<file path="src/rtl/eight_bit_count_arbiter_if.sv">
// Requester-side bus of the shared-counter arbiter: per-requester request/op/data in,
// one-hot completion with result and wrap flag out.
interface eight_bit_count_arbiter_if #(
    parameter int unsigned NREQ = 4
);
    logic [NREQ-1:0]   req;
    logic [2*NREQ-1:0] op;
    logic [8*NREQ-1:0] wdata;
    logic [NREQ-1:0]   ack;
    logic [7:0]        rdata;
    logic              wrap;
    logic              busy;

    modport master (output req, op, wdata, input ack, rdata, wrap, busy);
    modport slave  (input req, op, wdata, output ack, rdata, wrap, busy);
endinterface

</file>
<file path="src/rtl/eight_bit_count_arbiter.sv">
// Round-robin arbiter sharing one 8-bit up/down counter between NREQ requesters.
// Each grant drives a one-cycle counter strobe, then returns the result with ack and wrap.
module eight_bit_count_arbiter #(
    parameter int unsigned NREQ = 4
) (
    input  logic                     clk,
    input  logic                     reset,
    eight_bit_count_arbiter_if.slave bus,
    output logic                     cnt_clear,
    output logic                     cnt_load,
    output logic                     cnt_up_down,
    output logic                     cnt_en,
    output logic [7:0]               cnt_a,
    input  logic [7:0]               cnt_c
);
    localparam int unsigned DW = 8;
    localparam int unsigned IW = (NREQ > 1) ? $clog2(NREQ) : 1;

    localparam logic [1:0] OP_CLEAR = 2'b00;
    localparam logic [1:0] OP_LOAD  = 2'b01;
    localparam logic [1:0] OP_UP    = 2'b10;
    localparam logic [1:0] OP_DOWN  = 2'b11;

    typedef enum logic [1:0] {ST_IDLE, ST_ISSUE, ST_CAPTURE} state_e;

    state_e            state_q, state_d;
    logic [IW-1:0]     ptr_q, ptr_d;
    logic [IW-1:0]     gidx_q, gidx_d;
    logic [1:0]        gop_q, gop_d;
    logic [DW-1:0]     gdata_q, gdata_d;
    logic              wrap_pend_q, wrap_pend_d;
    logic [NREQ-1:0]   ack_q, ack_d;
    logic [DW-1:0]     rdata_q, rdata_d;
    logic              wrap_q, wrap_d;
    logic              busy_q, busy_d;

    logic [1:0]        op_arr [NREQ];
    logic [DW-1:0]     wd_arr [NREQ];
    logic [NREQ-1:0]   cand;
    logic [IW:0]       scan;
    logic              win_found;
    logic [IW-1:0]     win_idx;

    for (genvar g = 0; g < NREQ; g++) begin : g_unpack
        assign op_arr[g] = bus.op[2*g +: 2];
        assign wd_arr[g] = bus.wdata[DW*g +: DW];
    end

    // First pending requester at or after ptr; the one being acked this cycle is skipped.
    always_comb begin
        cand      = bus.req & ~ack_q;
        win_found = 1'b0;
        win_idx   = '0;
        scan      = '0;
        for (int unsigned i = 0; i < NREQ; i++) begin
            scan = {1'b0, ptr_q} + (IW+1)'(i);
            if (scan >= (IW+1)'(NREQ)) begin
                scan = scan - (IW+1)'(NREQ);
            end
            if (!win_found && cand[scan[IW-1:0]]) begin
                win_found = 1'b1;
                win_idx   = scan[IW-1:0];
            end
        end
    end

    always_ff @(posedge clk or negedge reset) begin
        if (!reset) begin
            state_q <= ST_IDLE;
        end else begin
            state_q <= state_d;
        end
    end

    always_comb begin
        state_d = state_q;
        unique case (state_q)
            ST_IDLE:    if (win_found) state_d = ST_ISSUE;
            ST_ISSUE:   state_d = ST_CAPTURE;
            ST_CAPTURE: state_d = ST_IDLE;
            default:    state_d = ST_IDLE;
        endcase
    end

    // Counter controls decode only from registered state and latched op.
    always_comb begin
        cnt_clear   = 1'b1;
        cnt_load    = 1'b0;
        cnt_up_down = 1'b1;
        cnt_en      = 1'b0;
        cnt_a       = '0;
        if (state_q == ST_ISSUE) begin
            cnt_en = 1'b1;
            case (gop_q)
                OP_CLEAR: cnt_clear = 1'b0;
                OP_LOAD: begin
                    cnt_load = 1'b1;
                    cnt_a    = gdata_q;
                end
                OP_UP:    cnt_up_down = 1'b1;
                OP_DOWN:  cnt_up_down = 1'b0;
            endcase
        end
    end

    always_comb begin
        ptr_d       = ptr_q;
        gidx_d      = gidx_q;
        gop_d       = gop_q;
        gdata_d     = gdata_q;
        wrap_pend_d = wrap_pend_q;
        ack_d       = '0;
        rdata_d     = rdata_q;
        wrap_d      = wrap_q;
        busy_d      = (state_d != ST_IDLE);
        case (state_q)
            ST_IDLE: begin
                if (win_found) begin
                    gidx_d  = win_idx;
                    gop_d   = op_arr[win_idx];
                    gdata_d = wd_arr[win_idx];
                end
            end
            ST_ISSUE: begin
                // cnt_c still holds the pre-op value here.
                wrap_pend_d = ((gop_q == OP_UP)   && (cnt_c == 8'hFF)) ||
                              ((gop_q == OP_DOWN) && (cnt_c == 8'h00));
            end
            ST_CAPTURE: begin
                rdata_d = cnt_c;
                ack_d   = NREQ'(1) << gidx_q;
                wrap_d  = wrap_pend_q;
                ptr_d   = (gidx_q == IW'(NREQ - 1)) ? '0 : gidx_q + IW'(1);
            end
            default: ;
        endcase
    end

    always_ff @(posedge clk or negedge reset) begin
        if (!reset) begin
            ptr_q       <= '0;
            gidx_q      <= '0;
            gop_q       <= '0;
            gdata_q     <= '0;
            wrap_pend_q <= 1'b0;
            ack_q       <= '0;
            rdata_q     <= '0;
            wrap_q      <= 1'b0;
            busy_q      <= 1'b0;
        end else begin
            ptr_q       <= ptr_d;
            gidx_q      <= gidx_d;
            gop_q       <= gop_d;
            gdata_q     <= gdata_d;
            wrap_pend_q <= wrap_pend_d;
            ack_q       <= ack_d;
            rdata_q     <= rdata_d;
            wrap_q      <= wrap_d;
            busy_q      <= busy_d;
        end
    end

    assign bus.ack   = ack_q;
    assign bus.rdata = rdata_q;
    assign bus.wrap  = wrap_q;
    assign bus.busy  = busy_q;
endmodule

</file>
<file path="src/flat_wrapper.sv">
// flat-port wrapper written by rule: the top's interface ports become plain ports
module eight_bit_count_arbiter_flat 
#(
    parameter int unsigned NREQ = 4
)
  (clk, reset, cnt_clear, cnt_load, cnt_up_down, cnt_en, cnt_a, cnt_c, bus_req, bus_op, bus_wdata, bus_ack, bus_rdata, bus_wrap, bus_busy);
  eight_bit_count_arbiter_if #(.NREQ(NREQ)) bus_i ();
  input  logic clk;
  input  logic reset;
  output logic cnt_clear;
  output logic cnt_load;
  output logic cnt_up_down;
  output logic cnt_en;
  output logic [7:0] cnt_a;
  input  logic [7:0] cnt_c;
  input wire logic [$bits(bus_i.req)-1:0] bus_req;
  input wire logic [$bits(bus_i.op)-1:0] bus_op;
  input wire logic [$bits(bus_i.wdata)-1:0] bus_wdata;
  output wire logic [$bits(bus_i.ack)-1:0] bus_ack;
  output wire logic [$bits(bus_i.rdata)-1:0] bus_rdata;
  output wire logic [$bits(bus_i.wrap)-1:0] bus_wrap;
  output wire logic [$bits(bus_i.busy)-1:0] bus_busy;
  assign bus_i.req = bus_req;
  assign bus_i.op = bus_op;
  assign bus_i.wdata = bus_wdata;
  assign bus_ack = bus_i.ack;
  assign bus_rdata = bus_i.rdata;
  assign bus_wrap = bus_i.wrap;
  assign bus_busy = bus_i.busy;
  eight_bit_count_arbiter #(.NREQ(NREQ)) u_core (.clk(clk), .reset(reset), .bus(bus_i), .cnt_clear(cnt_clear), .cnt_load(cnt_load), .cnt_up_down(cnt_up_down), .cnt_en(cnt_en), .cnt_a(cnt_a), .cnt_c(cnt_c));
endmodule
</file>
<file path="config.mk">
export PLATFORM = sky130hd
export DESIGN_NAME = eight_bit_count_arbiter_flat
export DESIGN_NICKNAME = d
export VERILOG_FILES = /design/src/rtl/eight_bit_count_arbiter_if.sv /design/src/rtl/eight_bit_count_arbiter.sv /design/src/flat_wrapper.sv
export SDC_FILE = /design/constraint.sdc
export NUM_CORES = 1
export LEC_CHECK = 0
export ABC_AREA = 1
export CORE_UTILIZATION = 48
export DETAILED_ROUTE_END_ITERATION = 16
export PLACE_DENSITY_LB_ADDON = 0.25
export SLEW_MARGIN = 20
export SYNTH_ARGS = -nofsm -noshare
export SYNTH_HDL_FRONTEND = slang
export SYNTH_SLANG_ARGS = --single-unit
</file>
<file path="constraint.sdc">
create_clock -name clk -period 2.8 [get_ports clk]
set_input_delay 0.56 -clock clk [delete_from_list [all_inputs] [get_ports clk]]
set_output_delay 0.56 -clock clk [all_outputs]
set_load 0.05 [all_outputs]
</file>
==> flow_summary.ini, run 1 <==
[status]
status = completed

[routing]
top_layer = met4
drt_wl_total_um = 4850
viasPerCell = 4.94
dr.pass1.iters = 4
wl_met2_um = 2470
routedWlPerCell_um = 11.4
vias = 2105
wl_met1_um = 1940
met3WireLength_um = 386
drt_iter0_drc = 153
drc = 0
ant_nets = 0

[yosys]
synth_compound_area_share_pct = 8.21
avgSynthCellArea_um2 = 7.05
synth_fp_nets = 352
yosysWarningCount = 0
synth_fa_ha_area_share_pct = 2.41
synth.distinct_cells = 22
syn-instance-count = 294
yosys.area_share.simple_pct = 39.0
muxShareOfSynthArea_pct = 0
synth-xor-area-share_pct = 0
ys_seq_area_share_pct = 37.4
synth_top_family_by_area = simple AND/OR/NAND/NOR gates
syn_area_um2 = 2070
ys_ff_latch = 31

[floorplan]
ios = 80
rows = 23
die_w_um = 67.7
die_h_um = 67.7
core_um2 = 4090
start_util_pct = 50.7
die_area_um2 = 4590

[setup_path]
path_max_fanout = 8
slowest_delay_ps = 880
startpoint_type = register
cp-end-kind = output port
crit_chain = nor2_2, clkdlybuf4s50_1
critPathSlowestCell = clkdlybuf4s50_1
worst-path-buf-inv = 1
arrival_ps = 1900
crit_cells = 2
critPathKind = register to output port
cp_top_family = buffers and inverters
cp.required_ps = 2240
rr_worst_depth = 15

[clock_tree]
htree_levels = 2
cts_setup_buffers = 0
path_clk_slew_ps = 70
cts.sinks = 31
cts_buffers = 5
insertion_delay_ps = 280
hold_buffers = 0
cts_tree = done
cts.path.max_buffers = 2
cts_resized = 0
clockRootBuffer = clkbuf_8

[timing]
worst_slew_pin_slew_ps = 560
setup_slack_ps = 337
fin_crit_ps = 2460
clock.fmax_mhz = 406
holdWs_ps = 485
slew_violations = 0
setup_viol_count_final = 0
slew_headroom_pct = 62.5
finalHoldViolations = 0
skew_ps = 4.94
setup_tns_ps = 0
rsz0062_at_grt = no
min_period_over_period_pct = 88.0

[global_route]
antenna_found_initial = 0
grt_pass1_vias = 1935
grt_pass1_wl_um = 7960
gr-total-overflow = 0
grt_max_degree = 40
grt_usage_pct = 23.4

[placed_design]
pre_cts_slack_ps = 416
globalplace.congestion = 0.763
hpwl_um = 3740
place_area_um2 = 2870
port_buffers = 79

[finish]
final_common_cell = nand2_1
multi_input_area_um2 = 1030
nets = 433
layout-drive-gt1-share_pct = 13.3
ff_latch_area_um2 = 776
layout_common_cells = nand2_1 (83), clkdlybuf4s50_1 (70), inv_1 (49), dfrtp_1 (31), nand3_1 (27)
fillers = 354
syn_to_final_growth_pct = 43.9
diodes = 0
final_cell_area_um2 = 2980

[power_and_ir_drop]
p_leak_nw = 1.49
cellPowerDensity_nw_per_um2 = 1230
vdd_drop_max_uv = 742
totalPowerFinal_w = 0.00368

[flow_run]
cap_violations = 0

[hold_path]
min_path_cells = 2
hold_class = register to register
## report_power, final
group | switching (W) | total [W] | internal (W)
combinational | 0.00162 | 0.00244 | 0.000821
clock | 0.000175 | 0.000439 | 0.000265
sequential | 0.000144 | 0.000800 | 0.000656
## tightest hold or removal path, delay by kind of cell (launching register included)
family | cells | cell delay (ps)
AOI/OAI and AO/OA | 1 | 60
DFF | 1 | 340
and+or+nand+nor | 1 | 50
## cells in the mapped netlist
library cell  instances  area share, %
a21oi_1               2           0.48
buf_12                1           0.97
buf_6                 3            1.6
clkbuf_1              2           0.36
clkbuf_2              2           0.48
clkinv_1              1           0.18
dfrtp_1              31             37
ha_1                  4            2.4
inv_1                49            8.9
inv_2                 1           0.18
inv_4                 1           0.30
nand2_1              83             15
nand2_2              15            4.5
nand2_4               3            1.6
nand3_1              27            6.5
nand3_2               6            2.9
nand4_1              10            3.0
nand4_4               1            1.0
nor2_1               18            3.3
nor2_4                2            1.1
o21ai_0              22            5.3
o21ai_1              10            2.4
## sequential cells by signal, indices dropped and copies added (netlist names)
register            cells
u_core.bus.ack          4
u_core.bus.busy         1
u_core.ptr_q            2
u_core.bus.wrap         1
u_core.wrap_pend_q      1
u_core.gop_q            2
u_core.gdata_q          8
u_core.gidx_q           2
u_core.bus.rdata        8
u_core.state_q          2
## stage by stage
step	utilization, %	cells
6_report	73.0	426
5_1_grt	73.0	426
4_1_cts	73.0	426
3_5_place_dp	70.2	418
3_3_place_gp	70.2	418
2_1_floorplan	-	294
## worst paths after layout
| path | start | end | slack (ps) |
|---|---|---|---|
| min reg2reg | u_core.bus.rdata[7] | u_core.bus.rdata[7] | 490 |
| min in group asynchronous | reset | u_core.bus.rdata[2] | 650 |
| min | u_core.bus.rdata[7] | u_core.bus.rdata[7] | 490 |
| max in group asynchronous | reset | u_core.gdata_q[6] | 1860 |
| max | u_core.state_q[1] | cnt_en | 340 |
| max reg2reg | u_core.ptr_q[0] | u_core.gdata_q[4] | 830 |
## cells by family (layout without fill, tap and decap cells)
family / count (synthesis) / after routing
AOI/OAI and AO/OA: 34 / 34
adders and majority gates: 4 / 4
buffers and inverters: 60 / 142
DFF: 31 / 31
and+or+nand+nor: 165 / 165
## routing by layer
| layer | GRT usage (%) | vias up |
|---|---|---|
| met3 | 7.94 | 5 |
| met5 | 0 | - |
| met1 | 24.9 | 927 |
| met4 | 7.45 | 0 |
| li1 | - | 1087 |
| met2 | 42.8 | 86 |
## layout make-up
cell class / instances / area share [%]
sequential: 31 / 26.0
tap: 50 / 2.10
inverter: 52 / 6.63
clock buffer: 5 / 2.31
multi-input combinational: 203 / 34.6
clock inverter: 3 / 1.47
timing repair buffer: 82 / 26.9
No activity file was read; power rests on OpenSTA's default activity.
==> run 2: changes to the inputs <==
ABC_AREA = default   (was 1)
CORE_UTILIZATION = 44   (was 48)
==> flow_summary.ini, run 2 <==
[status]
status = completed

[placed_design]
hpwl_um = 3170
globalplace.congestion = 0.797
port_buffers = 79
dp.cells = 299

[global_route]
grt_usage_pct = 22.1
grt_pass1_wl_um = 6940
grt_pass1_vias = 1541
grt_max_degree = 32
antenna_found_initial = 0
gr-total-overflow = 0

[power_and_ir_drop]
totalPowerFinal_w = 0.00269
vdd_drop_max_uv = 728
cellPowerDensity_nw_per_um2 = 1020
p_leak_nw = 1.22

[setup_path]
arrival_ps = 1970
critPathKind = register to output port
reg2reg_slack_ps = 880
critPathSlowestCell = clkdlybuf4s50_1
startpoint_type = register
crit_chain = nand2b_1, or3_1, clkdlybuf4s50_1
worst-path-buf-inv = 1
slowest_delay_ps = 710
cp_top_family = buffers and inverters
r2r-end = u_core.gdata_q[5]
path_max_fanout = 5
rr_startpoint = u_core.ptr_q[1]
cp-end-kind = output port
cp.required_ps = 2240
rr_worst_depth = 6

[clock_tree]
cts.path.max_buffers = 2
cts_resized = 0
hold_buffers = 0
clockRootBuffer = clkbuf_8
insertion_delay_ps = 280
cts.sinks = 31
cts_setup_buffers = 0
htree_levels = 2
cts_buffers = 5
cts_tree = done
path_clk_slew_ps = 70

[yosys]
yosysWarningCount = 0
synthFlopType = dfrtp_1
synthTopCellsByArea = dfrtp_1 (45%), mux2i_1 (12%), nand2_1 (9.8%)
yosysMostFrequentCell = nand2_1
synth.top_cell.area_share_pct = 45.2
syn_area_um2 = 1720
synth_fp_nets = 234
ys_ff_latch = 31
synth.distinct_cells = 36
syn-instance-count = 176
synth_edf_count = 0
synth_top_area_cell = dfrtp_1
async_reset_ff_share_pct = 100
avgSynthCellArea_um2 = 9.75
synth_common_cells = nand2_1 (45), dfrtp_1 (31), mux2i_1 (20), and2_1 (12), o221ai_1 (10)
ys_seq_area_share_pct = 45.2

[finish]
nets = 316
layout_common_cells = clkdlybuf4s50_1 (70), nand2_1 (45), dfrtp_1 (31), mux2i_1 (20)
fin_cells = 307
diodes = 0
final_common_cell = clkdlybuf4s50_1
fillers = 307
utilization_pct = 71.5
syn_to_final_growth_pct = 53.7
layout-drive-gt1-share_pct = 10.8

[hold_path]
min_path_cells = 2
hold_class = register to register
hold_path_startpoint = u_core.wrap_pend_q
holdPathEnd = u_core.bus.wrap

[timing]
setup_tns_ps = 0
fin_crit_ps = 2530
clock.fmax_mhz = 395
setup_viol_count_final = 0
min_period_over_period_pct = 90.4
slew_violations = 0
worst_slew_pin_slew_ps = 843
rsz0062_at_grt = no
finalHoldViolations = 0
slew_headroom_pct = 43.7
skew_ps = 10.6

[routing]
routedWlPerCell_um = 13.9
drt_iter0_drc = 53
dr.pass1.iters = 4
ant_nets = 0
drt_wl_total_um = 4260
viasPerCell = 5.09
vias = 1564
drc = 0

[floorplan]
ios = 80
core_um2 = 3690
die_area_um2 = 4160
die_w_um = 64.5
rows = 22
start_util_pct = 46.5
die_h_um = 64.5

[flow_run]
cap_violations = 0
-- run 2: cell count changes in the layout (fill, tap and decap cells not counted), moves of 6 or more --
cell and change:
nand2_1 -38, nor2_1 -14, nand2b_1 +6, o221ai_1 +10, o21ai_0 -20, nand3_1 -26
nand2_2 -15, and2_1 +12, mux2i_1 +20, o21ai_1 -8, inv_1 -45, nand4_1 -8
-- run 2: worst max-delay path by stage --
stage	depth (start not counted)	endpoint	start	slack (ps)
floorplan	3	cnt_a[0]	u_core.state_q[1]	270
global placement	7	u_core.gop_q[0]	bus_req[1]	490
finish	3	cnt_clear	u_core.state_q[1]	270
detailed placement	7	u_core.gdata_q[5]	bus_req[1]	400
global route	3	cnt_clear	u_core.state_q[1]	200
CTS	3	cnt_clear	u_core.state_q[1]	270
-- run 2: layer usage --
| metal | up-vias | global-route usage, % | share of wire, % |
|---|---|---|---|
| met4 | 0 | 6.67 | 0.59 |
| met2 | 41 | 38.7 | 52 |
| met1 | 745 | 26.9 | 43 |
| li1 | 776 | - | - |
| met5 | - | 0 | 0 |
| met3 | 2 | 4.93 | 4.4 |
-- run 2: area by class of cell --
| class | count | area [um^2] | share of cell area [%] |
|---|---|---|---|
| clock buffer | 6 | 82.6 | 3.13 |
| clock inverter | 2 | 35.0 | 1.33 |
| tap | 48 | 60.1 | 2.28 |
| timing repair buffer | 82 | 791 | 30.0 |
| sequential | 31 | 776 | 29.4 |
| multi-input combinational | 132 | 872 | 33.0 |
| inverter | 6 | 22.5 | 0.853 |
-- run 2: logic make-up after synthesis --
| group | count (synthesis) | share of synthesized area, % |
|---|---|---|
| AND/OR/NAND/NOR | 83 | 24.5 |
| flip-flops | 31 | 45.2 |
| AO/OA/AOI/OAI | 25 | 11.2 |
| multiplexers | 20 | 11.7 |
| buffers and inverters | 13 | 4.59 |
| adder cells (fa/ha/maj) | 4 | 2.92 |
-- run 2: worst reg2reg max path: stages (launching register included) --
cell	delay, ps
dfrtp_1	540
and3b_4	280
o21ai_2	70
o311ai_4	80
buf_4	360
mux2i_1	280
o221ai_1	160
-- run 2: power by group --
part	internal, W	switching [W]	leakage [nW]	total [W]
Sequential	0.000641	0.000148	0.391	0.000789
Combinational	0.000558	0.000890	0.770	0.00145
Clock	0.000288	0.000165	0.0612	0.000453
Total	0.00149	0.00120	1.22	0.00269
-- run 2: metrics by stage --
step           worst slack, ps  hold slack (ps)  instance area, um^2
2_1_floorplan              271              264                 1720
3_3_place_gp               485              458                 2520
3_5_place_dp               396              454                 2520
4_1_cts                    267              478                 2640
5_1_grt                    198              513                 2640
6_report                   270              477                 2640
